$ cat src/rtl/cpu_pkg.sv
// Shared CPU definitions: redirect kinds, widths, reset vector and the
// redirect-target computation used by fetch, decode and the reference model.
package cpu_pkg;

  localparam int INST_W = 32;
  localparam logic [31:0] RESET_VECTOR = 32'h0000_0000;

  typedef enum logic [1:0] {
    REDIR_NONE   = 2'b00,
    REDIR_BRANCH = 2'b01,
    REDIR_JUMP   = 2'b10,
    REDIR_JR     = 2'b11
  } redir_kind_e;

  // Target of a redirecting instruction; all arithmetic wraps mod 2^32.
  // REDIR_NONE falls through to pc+4 so callers never see an X target.
  function automatic logic [31:0] redirect_target(
    input logic [1:0]  kind,
    input logic [31:0] pc,
    input logic [15:0] imm16,
    input logic [25:0] target26,
    input logic [31:0] rs
  );
    logic [31:0] p4;
    logic [31:0] result;
    p4 = pc + 32'd4;
    case (kind)
      REDIR_BRANCH: result = p4 + {{14{imm16[15]}}, imm16, 2'b00};
      REDIR_JUMP:   result = {p4[31:28], target26, 2'b00};
      REDIR_JR:     result = {rs[31:2], 2'b00};
      default:      result = p4;
    endcase
    return result;
  endfunction

endpackage

$ cat src/rtl/fetch_fifo.sv
// Fetch buffer: power-of-two circular FIFO with synchronous flush.
// Push and pop may happen in the same cycle, including when full.
module fetch_fifo #(
  parameter int DEPTH = 2,
  parameter int WIDTH = 64,
  localparam int AW = (DEPTH > 1) ? $clog2(DEPTH) : 1,
  localparam int CW = $clog2(DEPTH) + 1
) (
  input  logic             clk,
  input  logic             reset,
  input  logic             flush,
  input  logic             push,
  input  logic [WIDTH-1:0] push_data,
  input  logic             pop,
  output logic [WIDTH-1:0] head,
  output logic [CW-1:0]    count
);

  logic [WIDTH-1:0] mem [DEPTH];
  logic [AW-1:0]    wr_ptr;
  logic [AW-1:0]    rd_ptr;
  logic             do_push;
  logic             do_pop;

  // Pop only a live entry; a push into a full buffer is legal only alongside a pop.
  assign do_pop  = pop && (count != '0);
  assign do_push = push && ((count != CW'(DEPTH)) || do_pop);
  assign head    = mem[rd_ptr];

  // Storage write; contents need no reset because count gates visibility.
  always_ff @(posedge clk) begin
    if (do_push) begin
      mem[wr_ptr] <= push_data;
    end
  end

  // Pointer and occupancy bookkeeping; flush empties the buffer in one cycle.
  always_ff @(posedge clk) begin
    if (reset || flush) begin
      wr_ptr <= '0;
      rd_ptr <= '0;
      count  <= '0;
    end else begin
      if (do_push) wr_ptr <= wr_ptr + AW'(1);
      if (do_pop)  rd_ptr <= rd_ptr + AW'(1);
      count <= count + CW'(do_push) - CW'(do_pop);
    end
  end

endmodule

$ cat src/rtl/fetch_unit.sv
// Decoupled instruction-fetch stage: owns the PC, issues requests to a
// 1-cycle-latency instruction memory, buffers responses and hands them to
// decode over valid/ready. Downstream redirects flush wrong-path work.
//
// Handshake: an entry moves to decode in a cycle where id_valid and id_ready
// are both high; id_inst/id_pc/id_pc_plus4 are stable while id_valid is high
// and id_ready is low, and are meaningless while id_valid is low.
module fetch_unit
  import cpu_pkg::*;
#(
  parameter int          DEPTH    = 2,
  parameter logic [31:0] RESET_PC = RESET_VECTOR
) (
  input  logic        clk,
  input  logic        reset,
  output logic        imem_en,
  output logic [31:0] imem_addr,
  input  logic [31:0] imem_rdata,
  input  logic        redir_valid,
  input  logic [1:0]  redir_kind,
  input  logic [31:0] redir_pc,
  input  logic [15:0] redir_imm16,
  input  logic [25:0] redir_target26,
  input  logic [31:0] redir_reg,
  output logic        id_valid,
  input  logic        id_ready,
  output logic [31:0] id_inst,
  output logic [31:0] id_pc,
  output logic [31:0] id_pc_plus4
);

  localparam int CW = $clog2(DEPTH) + 1;

  logic [31:0]     pc;
  logic [31:0]     req_addr;   // address of the request currently in flight
  logic            inflight;
  logic            squash;
  logic            redir;
  logic [31:0]     target;
  logic            pop;
  logic            push;
  logic            issue;
  logic [CW:0]     occupancy;
  logic [CW-1:0]   count;
  logic [63:0]     head;

  assign redir  = redir_valid && (redir_kind != REDIR_NONE);
  assign target = redirect_target(redir_kind, redir_pc, redir_imm16,
                                  redir_target26, redir_reg);

  // Entries already buffered plus the one still in memory, minus the one
  // leaving this cycle, must leave room for the response to a new request.
  assign occupancy = {1'b0, count} + (CW + 1)'(inflight) - (CW + 1)'(pop);
  assign issue     = !reset && !redir && (occupancy < (CW + 1)'(DEPTH));

  // A response is dropped if a redirect is in progress now or was last cycle.
  assign push = inflight && !squash && !redir;
  assign pop  = id_valid && id_ready;

  assign imem_en     = issue;
  assign imem_addr   = pc;
  assign id_valid    = (count != '0) && !reset;
  assign id_inst     = head[63:32];
  assign id_pc       = head[31:0];
  assign id_pc_plus4 = head[31:0] + 32'd4;

  fetch_fifo #(
    .DEPTH (DEPTH),
    .WIDTH (64)
  ) u_fifo (
    .clk       (clk),
    .reset     (reset),
    .flush     (redir),
    .push      (push),
    .push_data ({imem_rdata, req_addr}),
    .pop       (pop),
    .head      (head),
    .count     (count)
  );

  // PC sequencing, in-flight tracking and redirect squash; reset beats redirect.
  always_ff @(posedge clk) begin
    if (reset) begin
      pc       <= RESET_PC;
      req_addr <= RESET_PC;
      inflight <= 1'b0;
      squash   <= 1'b0;
    end else begin
      squash   <= redir;
      inflight <= issue;
      if (issue) begin
        req_addr <= pc;
      end
      if (redir) begin
        pc <= target;
      end else if (issue) begin
        pc <= pc + 32'd4;
      end
    end
  end

endmodule
$ cat config.mk
export PLATFORM = sky130hd
export DESIGN_NAME = fetch_unit
export DESIGN_NICKNAME = d
export VERILOG_FILES = /design/src/rtl/cpu_pkg.sv /design/src/rtl/fetch_fifo.sv /design/src/rtl/fetch_unit.sv
export SDC_FILE = /design/constraint.sdc
export NUM_CORES = 1
export LEC_CHECK = 0
export BUFFER_PORTS_ARGS = -buffer_cell sky130_fd_sc_hd__buf_2
export CAP_MARGIN = 20
export CORE_MARGIN = 1.5
export CORE_UTILIZATION = 54
export DETAILED_ROUTE_END_ITERATION = 10
export HOLD_SLACK_MARGIN = 0.02
export PLACE_DENSITY = 0.83
export RECOVER_POWER = 25
export SLEW_MARGIN = 20
export SYNTH_ARGS = -nofsm -noshare
export SYNTH_HDL_FRONTEND = slang
export SYNTH_SLANG_ARGS = --single-unit
$ cat constraint.sdc
create_clock -name clk -period 7.48 [get_ports clk]
set_input_delay 1.122 -clock clk [delete_from_list [all_inputs] [get_ports clk]]
set_output_delay 1.122 -clock clk [all_outputs]
set_load 0.02 [all_outputs]
# After elaboration in Yosys (flattened, before gate mapping)
# Memory sizes are Yosys's and may differ from the RTL's. A register that Yosys moved wholly into a read port is not among the register bits.
# Index checks and enable logic that the tools add are counted.
[word_totals]
reg_bits = 70
ram_bits = 128
out_inout_bits = 130
memories = 1
[mem_list]
columns = ["name", "words", "width", "read_ports", "rd_ports_with_merged_regs", "write_ports", "line", "rtl"]
rows = [
  ["u_fifo.mem", 2, 64, 1, 1, 1, "fetch_fifo.sv:19", "logic [WIDTH-1:0] mem [DEPTH];"],
]
[classes]
add_sub_neg = 10
magnitude_cmp = 1
eq_ne = 4
mux = 7
reduce_logical = 17
[ops]
columns = ["op", "count"]
rows = [
  ["$add A32 B3 Y32 const B", 3],
  ["$pmux W32 S3", 1],
  ["$mux W32", 2],
  ["$add A32 B32 Y32", 1],
  ["$logic_and A1 B1 Y1", 9],
  ["$reduce_bool A2 Y1", 3],
  ["$eq A2 B2 Y1 const B", 2],
  ["$mux W1", 4],
  ["$add A2 B1 Y3", 1],
  ["$logic_not A1 Y1", 3],
  ["$lt A3 B2 Y1 const B", 1],
  ["$sub A3 B1 Y3", 1],
  ["$add A1 B1 Y1 const B", 2],
  ["$add A2 B1 Y2", 1],
  ["$eq A2 B1 Y1 const B", 1],
  ["$logic_or A1 B1 Y1", 2],
  ["$ne A2 B2 Y1 const B", 1],
  ["$sub A2 B1 Y2", 1],
]

# Depth between registers and ports, before layout
# Gate-level depths: netlist (run 1).
[depth]
ltp_word = 8
ltp_mapped = 16
ltp_nobuf = 15

# By module
# Synthesis (run 1) repeated with hierarchy kept, for this count alone.
[unflattened]
cells_unflattened = 1053
hier_area_um2 = 11368.4
[by_module_without_submodules]
columns = ["mod", "n_inst", "cells_each", "area_per_inst_um2", "seq_area_each_um2"]
rows = [
  ["fetch_unit", 1, 829, 6204.7, 1321.3],
  ["fetch_fifo", 1, 224, 5163.7, 3943.8],
]

# Least setup slack after synthesis (run 1)
# OpenSTA, ideal clock, no wires.
[synth_path]
kind = "in2reg"
startpoint = "input port reset"
endpoint = "memory u_fifo.mem[0][0] (enable)"
arrival_time_ns = 5.425
required_time_ns = 6.986
slack_ns = 1.561
stages = 6
path_buffers = 1
cell_sequence = "clkbuf_1 > a21oi_1 > and2_1 > nor3_1 > nor4b_1 > nor2b_1"
[synth_via]
elab_chain_cells = 8
[synth_lines]
columns = ["element", "line", "rtl"]
rows = [
  ["start: declaration", "fetch_unit.sv:15", "input logic reset,"],
  ["$logic_not A1 Y1", "fetch_unit.sv:62", "assign id_valid = (count != '0) && !reset;"],
  ["$logic_and A1 B1 Y1", "fetch_unit.sv:62", ""],
  ["net id_valid", "fetch_unit.sv:25", "output logic id_valid,"],
  ["$logic_and A1 B1 Y1", "fetch_unit.sv:58", "assign pop = id_valid && id_ready;"],
  ["$logic_and A1 B1 Y1", "fetch_fifo.sv:26", "assign do_pop = pop && (count != '0);"],
  ["net u_fifo.do_pop", "fetch_fifo.sv:23", "logic do_pop;"],
  ["$logic_or A1 B1 Y1", "fetch_fifo.sv:27", "assign do_push = push && ((count != CW'(DEPTH)) || do_pop);"],
  ["$logic_and A1 B1 Y1", "fetch_fifo.sv:27", ""],
  ["net u_fifo.do_push", "fetch_fifo.sv:22", "logic do_push;"],
  ["$mux W1", "fetch_fifo.sv:32", "if (do_push) begin"],
  ["$mux W1 (implied by the code)", "fetch_fifo.sv:33", "mem[wr_ptr] <= push_data;"],
  ["end: declaration", "fetch_fifo.sv:19", ""],
]
# The timed path passes the listed nets, and every way through them passes these cells.

# Worst setup path in the final report (run 1)
[layout_path]
startpoint = "input port reset"
endpoint = "output port imem_en"
[layout_via]
elab_chain_cells = 6
word_cells_on_any_way = 7
[layout_lines]
columns = ["element", "line", "rtl"]
rows = [
  ["$logic_not A1 Y1 (*)", "fetch_unit.sv:54, fetch_unit.sv:62", ""],
  ["$logic_and A1 B1 Y1", "fetch_unit.sv:62", ""],
  ["$logic_and A1 B1 Y1", "fetch_unit.sv:58", ""],
  ["$sub A3 B1 Y3", "fetch_unit.sv:53", "assign occupancy = {1'b0, count} + (CW + 1)'(inflight) - (CW + 1)'(pop);"],
  ["$lt A3 B2 Y1", "fetch_unit.sv:54", "assign issue = !reset && !redir && (occupancy < (CW + 1)'(DEPTH));"],
  ["$logic_and A1 B1 Y1 (*)", "fetch_unit.sv:54", ""],
  ["end: declaration", "fetch_unit.sv:16", "output logic imem_en,"],
]
# Mark *: on every way between the ends. The rest lies on a longest branch, timed or not.

==> results of run 1 <==
sequential cells by signal, summed over array words and instances, names as in the netlist, named ones only:
name	flops
imem_addr	32
inflight	1
req_addr	32
squash	1
u_fifo.count	2
u_fifo.mem	128
u_fifo.rd_ptr	1
u_fifo.wr_ptr	1
metal layers:
layer	part of all wire	track usage	vias to the layer above
met5	0.00034	0	-
met1	0.42	0.350	4405
met3	0.072	0.0388	46
met2	0.49	0.458	388
met4	0.020	0.0865	2
li1	-	-	4556
per-stage QoR:
step,setup slack (ns),utilization,hold WS [ns]
final,2.29,0.655,0.451
after detailed placement,2.30,0.627,0.436
after global routing,2.08,0.655,0.460
after global placement,2.39,0.627,0.432
after floorplan,1.56,-,0.425
after CTS,2.29,0.655,0.452
kinds of logic after synthesis:
family                   share of synthesized area
buffers and inverters                       0.0336
XOR/XNOR                                    0.0822
AND/OR/NAND/NOR                              0.163
flip-flops                                   0.471
AO/OA/AOI/OAI                                0.138
multiplexers                                0.0642
adder cells (fa/ha/maj)                     0.0483
critical path: cells and delay by family:
family | cells | cell delay (ns)
compound gates | 1 | 0.13
fa+ha+maj | 2 | 0.71
buf+inv | 3 | 1.17
simple gates | 3 | 0.91
power by group through the flow:
| stage | Clock (uW) | Sequential [uW] | Combinational (uW) |
|---|---|---|---|
| after CTS | 888 | 1270 | 506 |
| after detailed placement | 0 | 1300 | 503 |
| after global routing | 928 | 1280 | 554 |
| after floorplan | 0 | 1300 | 317 |
| after global placement | 0 | 1290 | 496 |
| final | 872 | 1270 | 506 |
placed cells by master (no fill, tap or decap), types with 9 or more instances in the layout:
master	instances
and3_1	19
and2_1	14
o21ai_0	69
nand2_1	132
nand3_1	35
xor2_1	38
inv_1	36
nor2_1	64
edfxtp_1	128
o211ai_1	15
dfxtp_1	70
xnor2_1	67
mux2i_1	20
buf_4	9
nor3_1	27
clkbuf_1	14
buf_2	258
clkbuf_16	17
mux2_2	46
a21o_1	16
a21oi_1	52
and4_1	9
nand4_1	23
a211oi_1	9
ha_1	40
a31oi_1	9
nor2b_1	12
a221oi_1	11
path summary, 6_finish.rpt:
path                              start                         end  slack [ns]  cells after the start
min reg2reg    req_addr[1]$_SDFFE_PP0P_  u_fifo.mem[1][1]$_DFFE_PP_        0.45                      0
min            req_addr[1]$_SDFFE_PP0P_  u_fifo.mem[1][1]$_DFFE_PP_        0.45                      0
max reg2reg  u_fifo.count[1]$_SDFF_PN0_  imem_addr[14]$_SDFFE_PP0P_        3.46                     13
max                               reset                     imem_en        2.29                      9
area by class of cell:
| cell class | count | area, sq um |
|---|---|---|
| inverter | 38 | 144 |
| clock buffer | 18 | 429 |
| multi-input combinational | 819 | 5550 |
| timing repair buffer | 280 | 1410 |
| sequential | 199 | 5270 |
| tap | 270 | 338 |
| fill | 1648 | 7010 |
| clock inverter | 14 | 146 |
==> impl_metrics.csv, run 1 <==
group,metric,value,unit
status,status,"finished clean",
global_route,track_usage,0.268,
synth,synth_async_sr_flop_share,0,
worst_setup_path,cp-end-kind,"primary output",
worst_setup_path,cp_slowest_stage_delay,0.54,ns
synth,avgSynthCellArea,10.1,sq um
global_route,grt_overflow,0,
finish,area_growth,18.8,%
place,place.port_buffers,271,
clocking,worstSkewPairLatency,0.43,ns
worst_setup_path,path_cells,"buf_2 -> a21oi_1 -> and2_1 -> ha_1 -> nor2b_1 -> fa_1 -> or3_1 -> clkinv_2 -> buf_2",
pwr,pwr-share-seq,0.480,
clocking,cts_setup_buffers,0,
global_route,grt_max_degree,65,
finish,final_area,13300,sq um
worst_setup_path,startpoint_type,"input port",
pwr,vdd.ir_drop.worst,167,uV
worst_setup_path,crit_fanout,45,
sta,skew,0.0168,ns
synth,yosys_most_used_dff,"edfxtp_1",
die,dieHeight,147,um
pwr,p_int,1860,uW
pwr,power_leakage,0.00527,uW
worst_setup_path,arrival,4.07,ns
synth,syn_inst,1107,
sta,final_hold_viol_count,0,
clocking,cts_hold_buf,0,
sta,worstMarginPinSlew,0.924,ns
die,core,20300,sq um
pwr,power_density,199,nW/um^2
synth,synthTopCellsByArea,"edfxtp_1, dfxtp_1, xnor2_1, mux2_2, ha_1",
synth,synth_top_area_cell,"edfxtp_1",
routing,drc,0,
global_route,grt_antenna_before_repair,1,
synth,ys_seq_elements,199,
finish,fin_cells,1638,
synth,synth_warnings,0,
sta,fin_setup_tns,0,ns
routing,vias,9397,
synth,yosys-top-cells-count,"nand2_1, edfxtp_1, dfxtp_1",
place,place_area,12700,sq um
clocking,path_clk_slew,0.07,ns
sta,report.final.setup_viol,0,
clocking,clock_path_buffers,2,
sta,rsz0062_at_grt,"no",
routing,first_pass_iters,5,
pwr,power.switching,786,uW
place,place_congestion,0.912,
die,rows,52,
worst_hold_path,hold_path_class,"flip-flop to flip-flop",
finish,num-nets-final,1541,
pwr,p_sw_frac,0.297,
die,ios,274,
synth,ys_seq_area_frac,0.471,
sta,slew_violations,0,
sta,fin_crit_sh,0.694,
clocking,cts_sinks,199,
routing,routedWlPerCell,18.0,um
worst_setup_path,cp_slowest_cell,"or3_1",
clocking,cts_tree,"yes",
synth,synthDistinctLibCells,79,
worst_setup_path,crit_top_cell,"buf_2",
clocking,ctsResizeCount,0,
pwr,p_comb_frac,0.191,
finish,num_antenna_cells,0,
clocking,htree_levels,4,
place,place_inst,1606,
flow_run,cap_violations,0,
routing,routed_wl,29400,um
pwr,p_clk_frac,0.329,
die,initial_utilization,0.551,
global_route,grt_pass1_vias,8795,
routing,drt_iter0_markers,558,
pwr,p_total,2650,uW
routing,via_per_inst,5.74,
synth,synth_edf_count,128,
global_route,grt_first_pass_wirelength,45500,um
clocking,cts_root_buf,"clkbuf_16",
synth,syn_area,11200,sq um
routing,ant_nets,0,
clocking,cts_buffers,17,
finish,drive_above_1_share,0.264,
die,dieArea,21600,sq um
synth,yosysMostFrequentCell,"nand2_1",
worst_setup_path,crit_type,"input port to primary output",
sta,fmax,193,MHz
synth,synth_fp_nets,1293,
sta,slew_headroom,0.375,
place,place_hpwl,22600,um
synth,synth_top_area_share,0.344,
sta,period_needed,5.19,ns
worst_setup_path,cp_data_required_time,6.36,ns
die,dieWidth,147,um
No activity file was read; power rests on OpenSTA's default activity.
==> run 2, diff against run 1 <==
clock period = 4.8 ns   (was 7.48 ns; I/O delays follow)
==> run 2 against run 1 <==
Setup slack worse by 1.9 ns. Die area unchanged. Final cell count rose by 0.37%. Critical path depth unchanged. Sequential cell count did not move. Register-to-register slack worse by 2.4 ns. Critical path type is now flip-flop to primary output. Largest power group unchanged. Highest routed layer is now met4.
==> impl_metrics.csv, run 2 (synthesis gave the netlist of run 1 again) <==
group,metric,value,unit
status,status,"finished clean",
worst_setup_path,cp_slowest_cell,"nor4_1",
place,place.port_buffers,271,
routing,m1WireLength,12400,um
clocking,cts_hold_buf,0,
worst_setup_path,crit_fanout,31,
worst_setup_path,cp_data_required_time,4.08,ns
finish,final_common_cell,"buf_2",
worst_setup_path,critPathTopFamily,"simple AND/OR/NAND/NOR gates",
sta,worstMarginPinSlew,0.821,ns
worst_hold_path,hold_path_class,"flip-flop to flip-flop",
worst_setup_path,path_buf_inv,2,
die,dieHeight,147,um
finish,num_antenna_cells,0,
clocking,clock_path_buffers,2,
place,place_ws,0.482,ns
finish,layout.cells.most_common_list,"buf_2, nand2_1, edfxtp_1",
global_route,grt_pass1_vias,8937,
global_route,grt_overflow,0,
place,place_inst,1612,
sta,period_needed,4.44,ns
routing,vias,9454,
place,place_congestion,0.925,
routing,via_per_inst,5.75,
pwr,power_density,315,nW/um^2
sta,final_hold_viol_count,0,
die,rows,52,
clocking,htree_levels,4,
worst_setup_path,crit_top_cell,"nand2_1",
global_route,grt_first_pass_wirelength,46600,um
routing,routed_wl,30100,um
clocking,cts_buffers,17,
die,ios,274,
worst_setup_path,arrival,3.72,ns
clocking,cts_tree,"yes",
sta,fin_crit_sh,0.925,
worst_setup_path,crit_type,"flip-flop to primary output",
sta,fin_ws,0.360,ns
routing,met2WireLength,14800,um
routing,routedWlPerCell,18.3,um
finish,regArea,5270,sq um
clocking,worstSkewPairLatency,0.43,ns
routing,wl_met3,2380,um
routing,drc,0,
finish,multiInputGateArea,5550,sq um
routing,first_pass_iters,7,
finish,num-nets-final,1547,
sta,slew_headroom,0.445,
finish,final_core_util,0.660,
place,place_hpwl,23300,um
flow_run,cap_violations,0,
sta,timing.hold.ws,0.454,ns
sta,slew_violations,0,
clocking,ctsResizeCount,0,
die,dieArea,21600,sq um
clocking,cts_root_buf,"clkbuf_16",
finish,fin_cells,1644,
worst_setup_path,path_cells,"buf_4 -> mux2i_1 -> nor4_1 -> nand2_1 -> nor2_1 -> nand2_1 -> nor3_1 -> xor2_1 -> buf_2",
routing,dr.max_layer_used,"met4",
global_route,grt_max_degree,56,
finish,largest_reg_flops,128,
routing,drt_iter0_markers,592,
sta,skew,0.0147,ns
worst_setup_path,startpoint_type,"flip-flop",
finish,fillers,1604,
pwr,power_leakage,0.00532,uW
clocking,path_clk_slew,0.07,ns
sta,rsz0062_at_grt,"no",
pwr,vdd.ir_drop.worst,240,uV
worst_setup_path,cp_slowest_stage_delay,0.71,ns
finish,registers.top_by_ff_count,"u_fifo.mem",
die,dieWidth,147,um
worst_setup_path,cp-end-kind,"primary output",
worst_setup_path,rrSetupSlack,1.07,ns
global_route,track_usage,0.274,
finish,drive_above_1_share,0.265,
sta,fin_setup_tns,0,ns
finish,area_growth,19.8,%
die,core,20300,sq um
global_route,grt_antenna_before_repair,0,
clocking,cts_setup_buffers,0,
sta,fmax,225,MHz
die,initial_utilization,0.551,
sta,report.final.setup_viol,0,
routing,ant_nets,0,
clocking,cts_sinks,199,
==> run 2: cell count changes in the layout (fill, tap and decap cells not counted), moves of 3 or more <==
cell      previous run  this run
buf_12               0         3
buf_2              258       255
buf_4                9        12
clkinv_4             3         0
==> run 2: cell type report <==
| class | instances | share of cell area |
|---|---|---|
| timing repair buffer | 286 | 0.111 |
| clock inverter | 15 | 0.0140 |
| sequential | 199 | 0.393 |
| tap | 270 | 0.0252 |
| clock buffer | 17 | 0.0317 |
| inverter | 38 | 0.0107 |
| multi-input combinational | 819 | 0.414 |
==> run 2: final timing paths <==
| check | startpoint | end | depth (start not counted) |
|---|---|---|---|
| max reg2reg | u_fifo.count[1]$_SDFF_PN0_ | imem_addr[14]$_SDFFE_PP0P_ | 13 |
| min | req_addr[26]$_SDFFE_PP0P_ | u_fifo.mem[0][26]$_DFFE_PP_ | 0 |
| min reg2reg | req_addr[26]$_SDFFE_PP0P_ | u_fifo.mem[0][26]$_DFFE_PP_ | 0 |
| max | flip-flop | id_pc_plus4[29] | 9 |
==> run 2: through the flow <==
step | power, uW | instance area [sq um]
after detailed placement | 2820 | 12800
after CTS | 4240 | 13400
final | 4220 | 13400
after floorplan | 2520 | 11200
after global routing | 4390 | 13400
after global placement | 2800 | 12800
==> run 2: power by group <==
group          switching [uW]  internal (uW)
Clock                     674            757
Combinational             498            305
Sequential               73.2           1910
==> run 2: routing by layer <==
layer	GRT usage	vias up
met5	0	-
met4	0.0760	0
met3	0.0503	39
met2	0.480	458
met1	0.349	4373
li1	-	4584
==> run 2: worst register-to-register path, cell delays in order (launching register included) <==
cell and delay, ns:
dfxtp_1 0.35, inv_1 0.11, a21oi_1 0.21, and2_1 0.16, ha_1 0.23, nor2b_1 0.17
fa_1 0.42, or3_1 0.54, clkinv_2 0.23, nand2_1 0.16, nor3_4 0.34, a311oi_1 0.14
a41o_1 0.23, a2111oi_2 0.34
